$ cat src/rtl/wb_pkg.sv
// Shared types for the write-back arbiter.
//   WB_DATA_W / WB_ADDR_W : default register data and address widths
//   wb_entry_t            : one buffered EXU result {addr, data, ret}
//   wb_state_t            : source of the most recent grant
package wb_pkg;

   localparam int WB_DATA_W = 32;
   localparam int WB_ADDR_W = 5;

   typedef struct packed {
      logic [WB_ADDR_W-1:0] addr;
      logic [WB_DATA_W-1:0] data;
      logic                 ret;
   } wb_entry_t;

   typedef enum logic [1:0] {
      IDLE = 2'd0,
      MEM  = 2'd1,
      EXU  = 2'd2
   } wb_state_t;

endpackage

$ cat src/rtl/wb_fifo.sv
// Synchronous FIFO of wb_entry_t used to buffer EXU results.
// Ports:
//   clk_sys      in   clock, rising edge
//   rst          in   synchronous reset, active-high (drops all entries)
//   push         in   write push_entry when not full
//   push_entry   in   entry to store
//   pop          in   drop the head entry when not empty
//   head         out  oldest entry (meaningful only when !empty)
//   full         out  DEPTH entries held
//   empty        out  no entries held
// A push while full is refused even if a pop happens in the same cycle.
// There is no bypass: a pushed entry becomes the head one cycle later at the earliest.
module wb_fifo
   import wb_pkg::*;
#(
   parameter int DEPTH = 2
)(
   input  logic      clk_sys,
   input  logic      rst,
   input  logic      push,
   input  wb_entry_t push_entry,
   input  logic      pop,
   output wb_entry_t head,
   output logic      full,
   output logic      empty
);

   localparam int PTR_W = (DEPTH > 1) ? $clog2(DEPTH) : 1;
   localparam int CNT_W = PTR_W + 1;
   localparam logic [PTR_W-1:0] PTR_ONE  = PTR_W'(1);
   localparam logic [CNT_W-1:0] CNT_ONE  = CNT_W'(1);
   localparam logic [CNT_W-1:0] CNT_FULL = CNT_W'(DEPTH);

   wb_entry_t        mem_q [DEPTH];
   logic [PTR_W-1:0] wr_ptr_q, wr_ptr_d;
   logic [PTR_W-1:0] rd_ptr_q, rd_ptr_d;
   logic [CNT_W-1:0] cnt_q, cnt_d;
   logic             push_ok;
   logic             pop_ok;

   assign full  = (cnt_q == CNT_FULL);
   assign empty = (cnt_q == '0);
   assign head  = mem_q[rd_ptr_q];

   always_comb begin
      push_ok  = push && !full;
      pop_ok   = pop && !empty;
      wr_ptr_d = wr_ptr_q;
      rd_ptr_d = rd_ptr_q;
      cnt_d    = cnt_q;
      // Power-of-two depth lets the pointers wrap by plain overflow.
      if (push_ok) wr_ptr_d = wr_ptr_q + PTR_ONE;
      if (pop_ok)  rd_ptr_d = rd_ptr_q + PTR_ONE;
      unique case ({push_ok, pop_ok})
         2'b10:   cnt_d = cnt_q + CNT_ONE;
         2'b01:   cnt_d = cnt_q - CNT_ONE;
         default: cnt_d = cnt_q;
      endcase
   end

   always_ff @(posedge clk_sys) begin
      if (rst) begin
         wr_ptr_q <= '0;
         rd_ptr_q <= '0;
         cnt_q    <= '0;
      end else begin
         wr_ptr_q <= wr_ptr_d;
         rd_ptr_q <= rd_ptr_d;
         cnt_q    <= cnt_d;
      end
   end

   // Storage needs no reset: an entry is only read after it has been written.
   always_ff @(posedge clk_sys) begin
      if (push_ok) mem_q[wr_ptr_q] <= push_entry;
   end

endmodule

$ cat src/rtl/writeback_arbiter.sv
// Shares the single register-file write port between the execute unit (EXU)
// and the memory unit (MEM). EXU results are buffered in a small FIFO; each
// cycle at most one source is granted and the write port is driven from
// registers one cycle after the grant.
// Ports:
//   iClk, iRst                       clock, synchronous active-high reset
//   iExuValid/oExuReady              EXU handshake, iExuData/iExuAddr/iRetCmd payload
//   iMemValid/oMemReady              MEM handshake, iMemData/iMemAddr payload
//   oRegWrite/oWriteAddr/oWriteData  registered register-file write port
//   oBusy                            FIFO non-empty or a write in flight
// Build option:
//   WB_ARB_STARVE_GUARD_EN  when defined, after MAX_WAIT consecutive MEM grants
//                           with EXU results pending, MEM is held off for one
//                           cycle and the FIFO head is granted instead.
//
// state | meaning
// ------+-----------------------------------------------
// IDLE  | no grant last cycle
// MEM   | load data granted last cycle (write in flight)
// EXU   | FIFO head granted last cycle (write in flight)
module writeback_arbiter
   import wb_pkg::*;
#(
   // DATA_W/ADDR_W must match the wb_pkg widths used by wb_entry_t.
   parameter int DATA_W     = WB_DATA_W,
   parameter int ADDR_W     = WB_ADDR_W,
   parameter int FIFO_DEPTH = 2,
   parameter int MAX_WAIT   = 4
)(
   input  logic              iClk,
   input  logic              iRst,
   input  logic              iExuValid,
   output logic              oExuReady,
   input  logic [DATA_W-1:0] iExuData,
   input  logic [ADDR_W-1:0] iExuAddr,
   input  logic              iRetCmd,
   input  logic              iMemValid,
   output logic              oMemReady,
   input  logic [DATA_W-1:0] iMemData,
   input  logic [ADDR_W-1:0] iMemAddr,
   output logic              oRegWrite,
   output logic [ADDR_W-1:0] oWriteAddr,
   output logic [DATA_W-1:0] oWriteData,
   output logic              oBusy
);

   localparam logic [DATA_W-1:0] DATA_ONE = DATA_W'(1);

   wb_entry_t         push_entry;
   wb_entry_t         fifo_head;
   logic              fifo_full;
   logic              fifo_empty;

   wb_state_t         state_q, state_d;
   logic              reg_write_q, reg_write_d;
   logic [ADDR_W-1:0] write_addr_q, write_addr_d;
   logic [DATA_W-1:0] write_data_q, write_data_d;

   logic              force_exu;
   logic              grant_mem;
   logic              grant_exu;
   logic [ADDR_W-1:0] win_addr;
   logic [DATA_W-1:0] win_data;
   logic [DATA_W-1:0] ret_data;

   always_comb begin
      push_entry      = '0;
      push_entry.addr = iExuAddr;
      push_entry.data = iExuData;
      push_entry.ret  = iRetCmd;
   end

   wb_fifo #(
      .DEPTH      (FIFO_DEPTH)
   ) u_fifo (
      .clk_sys    (iClk),
      .rst        (iRst),
      .push       (iExuValid),
      .push_entry (push_entry),
      .pop        (grant_exu),
      .head       (fifo_head),
      .full       (fifo_full),
      .empty      (fifo_empty)
   );

`ifdef WB_ARB_STARVE_GUARD_EN
   localparam int WAIT_W = $clog2(MAX_WAIT + 1);
   localparam logic [WAIT_W-1:0] WAIT_LIMIT = WAIT_W'(MAX_WAIT);
   localparam logic [WAIT_W-1:0] WAIT_ONE   = WAIT_W'(1);

   logic [WAIT_W-1:0] wait_cnt_q, wait_cnt_d;

   assign force_exu = (wait_cnt_q == WAIT_LIMIT) && !fifo_empty;

   // Counts MEM grants that overtook a pending EXU result; the force above
   // blocks further MEM grants at the limit, so the count cannot overflow.
   always_comb begin
      wait_cnt_d = wait_cnt_q;
      if (fifo_empty || grant_exu) begin
         wait_cnt_d = '0;
      end else if (grant_mem) begin
         wait_cnt_d = wait_cnt_q + WAIT_ONE;
      end
   end

   always_ff @(posedge iClk) begin
      if (iRst) wait_cnt_q <= '0;
      else      wait_cnt_q <= wait_cnt_d;
   end
`else
   assign force_exu = 1'b0;
`endif

   assign ret_data = fifo_head.data + DATA_ONE;

   always_comb begin
      grant_mem = iMemValid && !force_exu;
      grant_exu = !grant_mem && !fifo_empty;

      win_addr  = fifo_head.addr;
      win_data  = fifo_head.ret ? ret_data : fifo_head.data;
      if (grant_mem) begin
         win_addr = iMemAddr;
         win_data = iMemData;
      end

      state_d      = IDLE;
      reg_write_d  = 1'b0;
      write_addr_d = write_addr_q;
      write_data_d = write_data_q;
      if (grant_mem || grant_exu) begin
         state_d      = grant_mem ? MEM : EXU;
         // Writes to r0 complete the handshake but never reach the register file.
         reg_write_d  = (win_addr != '0);
         write_addr_d = win_addr;
         write_data_d = win_data;
      end
   end

   always_ff @(posedge iClk) begin
      if (iRst) begin
         state_q      <= IDLE;
         reg_write_q  <= 1'b0;
         write_addr_q <= '0;
         write_data_q <= '0;
      end else begin
         state_q      <= state_d;
         reg_write_q  <= reg_write_d;
         write_addr_q <= write_addr_d;
         write_data_q <= write_data_d;
      end
   end

   assign oExuReady  = !fifo_full;
   assign oMemReady  = !force_exu;
   assign oRegWrite  = reg_write_q;
   assign oWriteAddr = write_addr_q;
   assign oWriteData = write_data_q;
   // A non-IDLE state means last cycle's grant is on the write port now.
   assign oBusy      = !fifo_empty || (state_q != IDLE);

endmodule

$ cat config.mk
export PLATFORM = sky130hd
export DESIGN_NAME = writeback_arbiter
export DESIGN_NICKNAME = d
export VERILOG_FILES = /design/src/rtl/wb_pkg.sv /design/src/rtl/wb_fifo.sv /design/src/rtl/writeback_arbiter.sv
export SDC_FILE = /design/constraint.sdc
export NUM_CORES = 1
export LEC_CHECK = 0
export ABC_AREA = 1
export CAP_MARGIN = 20
export CORE_ASPECT_RATIO = 0.7
export CORE_MARGIN = 3
export CORE_UTILIZATION = 45
export CTS_BUF_LIST = sky130_fd_sc_hd__clkbuf_8
export DETAILED_ROUTE_END_ITERATION = 10
export GPL_TIMING_DRIVEN = 1
export PLACE_DENSITY = 0.71
export SETUP_SLACK_MARGIN = 0.5
export SLEW_MARGIN = 5
export SYNTH_ARGS = -nofsm -noshare
export SYNTH_HDL_FRONTEND = slang
export SYNTH_SLANG_ARGS = --single-unit
$ cat constraint.sdc
create_clock -name iClk -period 6.34 [get_ports iClk]
set_input_delay 1.902 -clock iClk [delete_from_list [all_inputs] [get_ports iClk]]
set_output_delay 1.902 -clock iClk [all_outputs]
set_load 0.005 [all_outputs]
### After elaboration in Yosys (flattened, before gate mapping)

Memories as Yosys holds them, arrays and structs flattened. A register that Yosys moved wholly into a read port is not among the register bits.
Cells that the tools add are included.

| operators by class | value |
|---|---|
| multiply operators | 0 |
| multiplexer cells | 9 |
| equality and inequality tests | 3 |
| shift operators | 0 |
| add/sub/neg operators | 5 |
| bitwise operators | 1 |
| divide/modulo/power cells | 0 |
| order comparisons | 0 |
| reduce and logical (&&, ||, !) cells | 13 |

Operator list:

| cell | count |
|---|---|
| 2-to-1 mux 32 bit | 2 |
| adder 32 x 1 -> 32 bit, second input constant | 1 |
| 2-to-1 mux 5 bit | 1 |
| nonzero test 5 bit | 1 |
| equality test 2 bit, second input constant | 2 |
| 2-to-1 mux 1 bit | 4 |
| one-hot mux 2 bit (2 select lines) | 1 |
| nonzero test 2 bit | 2 |
| logical AND 1 bit | 3 |
| logical NOT 1 bit | 3 |
| adder 1 bit, second input constant | 2 |
| adder 2 x 1 -> 2 bit, second input constant | 1 |
| equality test 2 x 1 -> 1 bit, second input constant | 1 |
| logical NOT 2 bit | 1 |
| logical OR 1 bit | 2 |
| 2-to-1 mux 2 bit | 1 |
| OR reduction 2 bit | 1 |
| subtractor 2 x 1 -> 2 bit, second input constant | 1 |
| inverter 1 bit | 1 |

| word-level totals | value |
|---|---|
| ROM bits | 0 |
| memories | 1 |
| bits in latches | 0 |
| output and inout port bits | 41 |
| bits in registers | 44 |
| bits of input ports | 79 |
| RAM bits | 76 |
| word-level logic and storage cells | 39 |

Memory list:

| memory | depth | bits a word | read ports | clocked after memory_dff | write ports | line | source |
|---|---|---|---|---|---|---|---|
| u_fifo.mem_q | 2 | 38 | 1 | 1 | 1 | wb_fifo.sv:34 | `wb_entry_t mem_q [DEPTH];` |

### Depth between registers and ports, before layout

| logic depth | value |
|---|---|
| word-level depth | 6 |
| gate-level depth with buffers | 15 |
| gate-level depth less buffers | 13 |

### By module

Synthesis repeated with hierarchy kept, for this count alone.

| unflattened totals | value |
|---|---|
| cell total of the unflattened synthesis | 546 |
| area total of the unflattened synthesis | 5695.5 um^2 |

By module, submodules not included:

| module | area each (um^2) | times used | seq. area each (um^2) | cells an instance |
|---|---|---|---|---|
| wb_fifo | 3069.2 | 1 | 2382.3 | 158 |
| writeback_arbiter | 2626.3 | 1 | 800.8 | 388 |

### Worst setup path after synthesis

No wires, ideal clock.

| path | value |
|---|---|
| path type | input port to flip-flop |
| start point | in iExuValid |
| end point | mem u_fifo.mem_q[1][0] in the netlist's numbering, enable pin |
| cell stages on the path | 2 |
| required time | 5.905 ns |
| buffers on the path | 0 |
| setup slack | 2.286 ns |
| arrival | 3.619 ns |
| setup time | 0.435 ns |
| cells stage by stage | nand2_1 > nor2_1 |

| between the ends | value |
|---|---|
| word-level cells in the longest chain between the ends | 3 |

RTL lines:

| element | line | source |
|---|---|---|
| from (decl) | writeback_arbiter.sv:32 | `input logic iExuValid,` |
| logical AND 1 bit | wb_fifo.sv:46 | `push_ok = push && !full;` |
| 2-to-1 mux 1 bit | wb_fifo.sv:75 | `if (push_ok) mem_q[wr_ptr_q] <= push_entry;` |
| 2-to-1 mux 1 bit (implied by the code) | wb_fifo.sv:75 |  |
| to (decl) | wb_fifo.sv:34 |  |

Every way passes these cells.

### Worst setup path after layout

| path | value |
|---|---|
| start point | in iMemValid |
| end point | reg write_data_q[9] (netlist: oWriteData[9]) |

| between the ends | value |
|---|---|
| word-level cells in the longest chain between the ends | 3 |
| elaborated cells between the ends (all ways) | 4 |
| classes of those cells | 1 x mux; 3 x reduce/logical |

RTL lines:

| element | line | source |
|---|---|---|
| from (decl) | writeback_arbiter.sv:37 | `input logic iMemValid,` |
| logical NOT 1 bit | writeback_arbiter.sv:118 | `grant_exu = !grant_mem && !fifo_empty;` |
| logical AND 1 bit | writeback_arbiter.sv:118 |  |
| logical OR 1 bit | writeback_arbiter.sv:131 | `if (grant_mem \|\| grant_exu) begin` |
| to (signal assigned) | writeback_arbiter.sv:150 | `write_data_q <= write_data_d;` |
| to (decl) | writeback_arbiter.sv:57 | `logic [DATA_W-1:0] write_data_q, write_data_d;` |

Parallel ways exist; a longest one is shown, timed or not.
A chain may end at the register's enable or synchronous reset.

==> flow_metrics.tcl <==
set metrics [dict create \
    drive_above_1_share 0.104 \
    synth_edf_count 76 \
    gp_congestion 0.889 \
    syn_area_sq_um 5870 \
    drt_iter0_markers 339 \
    final_cell_mix "nand2_1 (230), clkdlybuf4s50_1 (118), edfxtp_1 (76), inv_1 (58), nor2_1 (50)" \
    cts_inserted_buffers 17 \
    status "finished clean" \
    final_cells 979 \
    cts_buffer_depth 2 \
    critical-path-max-stage-delay_ns 0.86 \
    holdWs_ns 0.447 \
    grt-ovfl-total 0 \
    cp_slowest_cell "clkdlybuf4s50_1" \
    portBuffers 118 \
    tritoncts "done" \
    synth_seq_area_share 0.542 \
    relSlewSlack 0.318 \
    p_leak_nw 3.03 \
    period_share 0.760 \
    setup_slack_ns 1.52 \
    antenna_found_initial 0 \
    max_freq_ghz 0.207 \
    die_w_microns 143 \
    grt_pass1_vias 4908 \
    root_buffer "clkbuf_8" \
    yosysWarnings 0 \
    vias_per_cell 5.22 \
    cts.sinks 121 \
    wire_per_inst_microns 16.3 \
    die_h_microns 102 \
    core_sq_um 12600 \
    cpMostUsedCell "inv_1" \
    rsz0062_at_grt "false" \
    die_area_sq_um 14500 \
    ys.flop_type "edfxtp_1" \
    final_area_sq_um 7580 \
    worst-endpoint-required_ns 6.63 \
    syn_area_per_cell_sq_um 8.56 \
    h-tree-depth 4 \
    cts_hold_buf 0 \
    layout_commonest_cell "nand2_1" \
    grt_max_degree 39 \
    hold_viol_final 0 \
    synthArstFlopShare 0 \
    dp.cells 946 \
    powerDensity_nw_per_um2 314 \
    area_growth_pct 29.2 \
    busiest_layer "met2" \
    worstMarginPinSlew_ns 1.02 \
    vias 5107 \
    drv_slew 0 \
    synthCells 686 \
    endpoint_kind "flop" \
    use_met1 0.306 \
    place_ws_ns 1.13 \
    ys_seq_elements 121 \
    crit_fanout 32 \
    layout_min_cycle_time_ns 4.82 \
    cts.clk_slew.worst_paths_ns 0.08 \
    maxCapViolations 0 \
    syn-num-nets 767 \
    setup_viol 0 \
    met3_usage 0.0510 \
    path_cells "clkdlybuf4s50_1 > buf_4 > clkinv_1 > nand2_1 > inv_1 > a22o_1 > inv_1 > a21oi_1" \
    rows 34 \
    use_met2 0.351 \
    boundaryPins 120 \
    utilization 0.602 \
    crit_type "in2reg" \
    finClkSkew_ns 0.0117 \
    diodes 0 \
    hold_path.class "reg2reg" \
    clk_latency_ns 0.44 \
    start_util 0.466 \
    synth_cell_types 42 \
    crit_arrival_ns 5.11 \
    setup-tns-final_ns 0 \
    hpwl_microns 11900 \
    ant_nets 0 \
    grt.total_usage 0.224 \
    cts_setup_buffers 0 \
    irDropWorstVdd_mv 0.236 \
    start_kind "input port" \
    routed_wirelength_microns 15900 \
    ctsResizeCount 0 \
    first_pass_iters 5 \
    grt_pass1_wl_microns 25000 \
    place_area_sq_um 7180 \
    fin_nets 885 \
    route.detailed.drc 0 \
    finalPower_mw 2.38 \
]
final cells by class:
| cell class | count | area (sq um) |
|---|---|---|
| Tap cell | 162 | 203 |
| Sequential cell | 121 | 3180 |
| Multi-Input combinational cell | 479 | 2320 |
| Fill cell | 1090 | 5010 |
| Timing Repair Buffer | 124 | 1250 |
| Clock buffer | 17 | 234 |
| Clock inverter | 15 | 169 |
| Inverter | 61 | 229 |
worst paths after layout:
path                   startpoint              to  slack, ns  depth (start not counted)
hold reg to reg   u_fifo.rd_ptr_q            flop       0.45                          1
setup reg to reg             flop  oWriteData[16]       3.46                          9
setup / recovery        iMemValid   oWriteData[9]       1.52                          8
hold / removal    u_fifo.rd_ptr_q            flop       0.45                          1
critical path: cells and delay by family:
family | cells | cell delay (ns)
AND/OR/NAND/NOR | 1 | 0.52
buffers and inverters | 5 | 2.26
AO/OA/AOI/OAI | 2 | 0.43
registers in the layout (all words and copies together) (netlist names), named ones only:
register         flops
u_fifo.mem_q        76
state_q              2
u_fifo.wr_ptr_q      1
oWriteData          32
u_fifo.rd_ptr_q      1
u_fifo.cnt_q         2
oWriteAddr           5
oRegWrite            1
power breakdown:
group | internal, mW | leakage [nW] | switching, mW
Combinational | 0.258 | 1.73 | 0.414
Sequential | 0.948 | 1.08 | 0.0591
Clock | 0.358 | 0.209 | 0.342
kinds of logic (layout without fill, tap and decap cells):
| logic type | after synthesis | after routing | share of synthesized area |
|---|---|---|---|
| flip-flops | 121 | 121 | 0.542 |
| buffers and inverters | 86 | 217 | 0.0659 |
| other | 1 | 1 | 0.000639 |
| XOR/XNOR | 1 | 1 | 0.00149 |
| AO/OA/AOI/OAI | 103 | 103 | 0.109 |
| adder cells (fa/ha/maj) | 2 | 2 | 0.00426 |
| multiplexers | 1 | 1 | 0.00171 |
| AND/OR/NAND/NOR | 371 | 371 | 0.275 |
per-layer routing:
layer	vias to the layer above	wire length, microns
li1	2521	-
met1	2353	7320
met2	202	7100
met3	31	1180
met4	0	333
met5	-	0
synthesized netlist by cell type, drive strengths merged (7+ instances only):
master,count,share of area
edfxtp,76,0.39
nor3,9,0.012
a21oi,26,0.022
a31oi,9,0.0096
buf,12,0.019
nand4,7,0.0075
nand3,41,0.038
nand2,243,0.16
a22o,16,0.024
nor2,64,0.048
clkbuf,13,0.0083
o21ai,44,0.043
dfxtp,45,0.15
inv,60,0.038
Power figures use the tool's default switching activity.
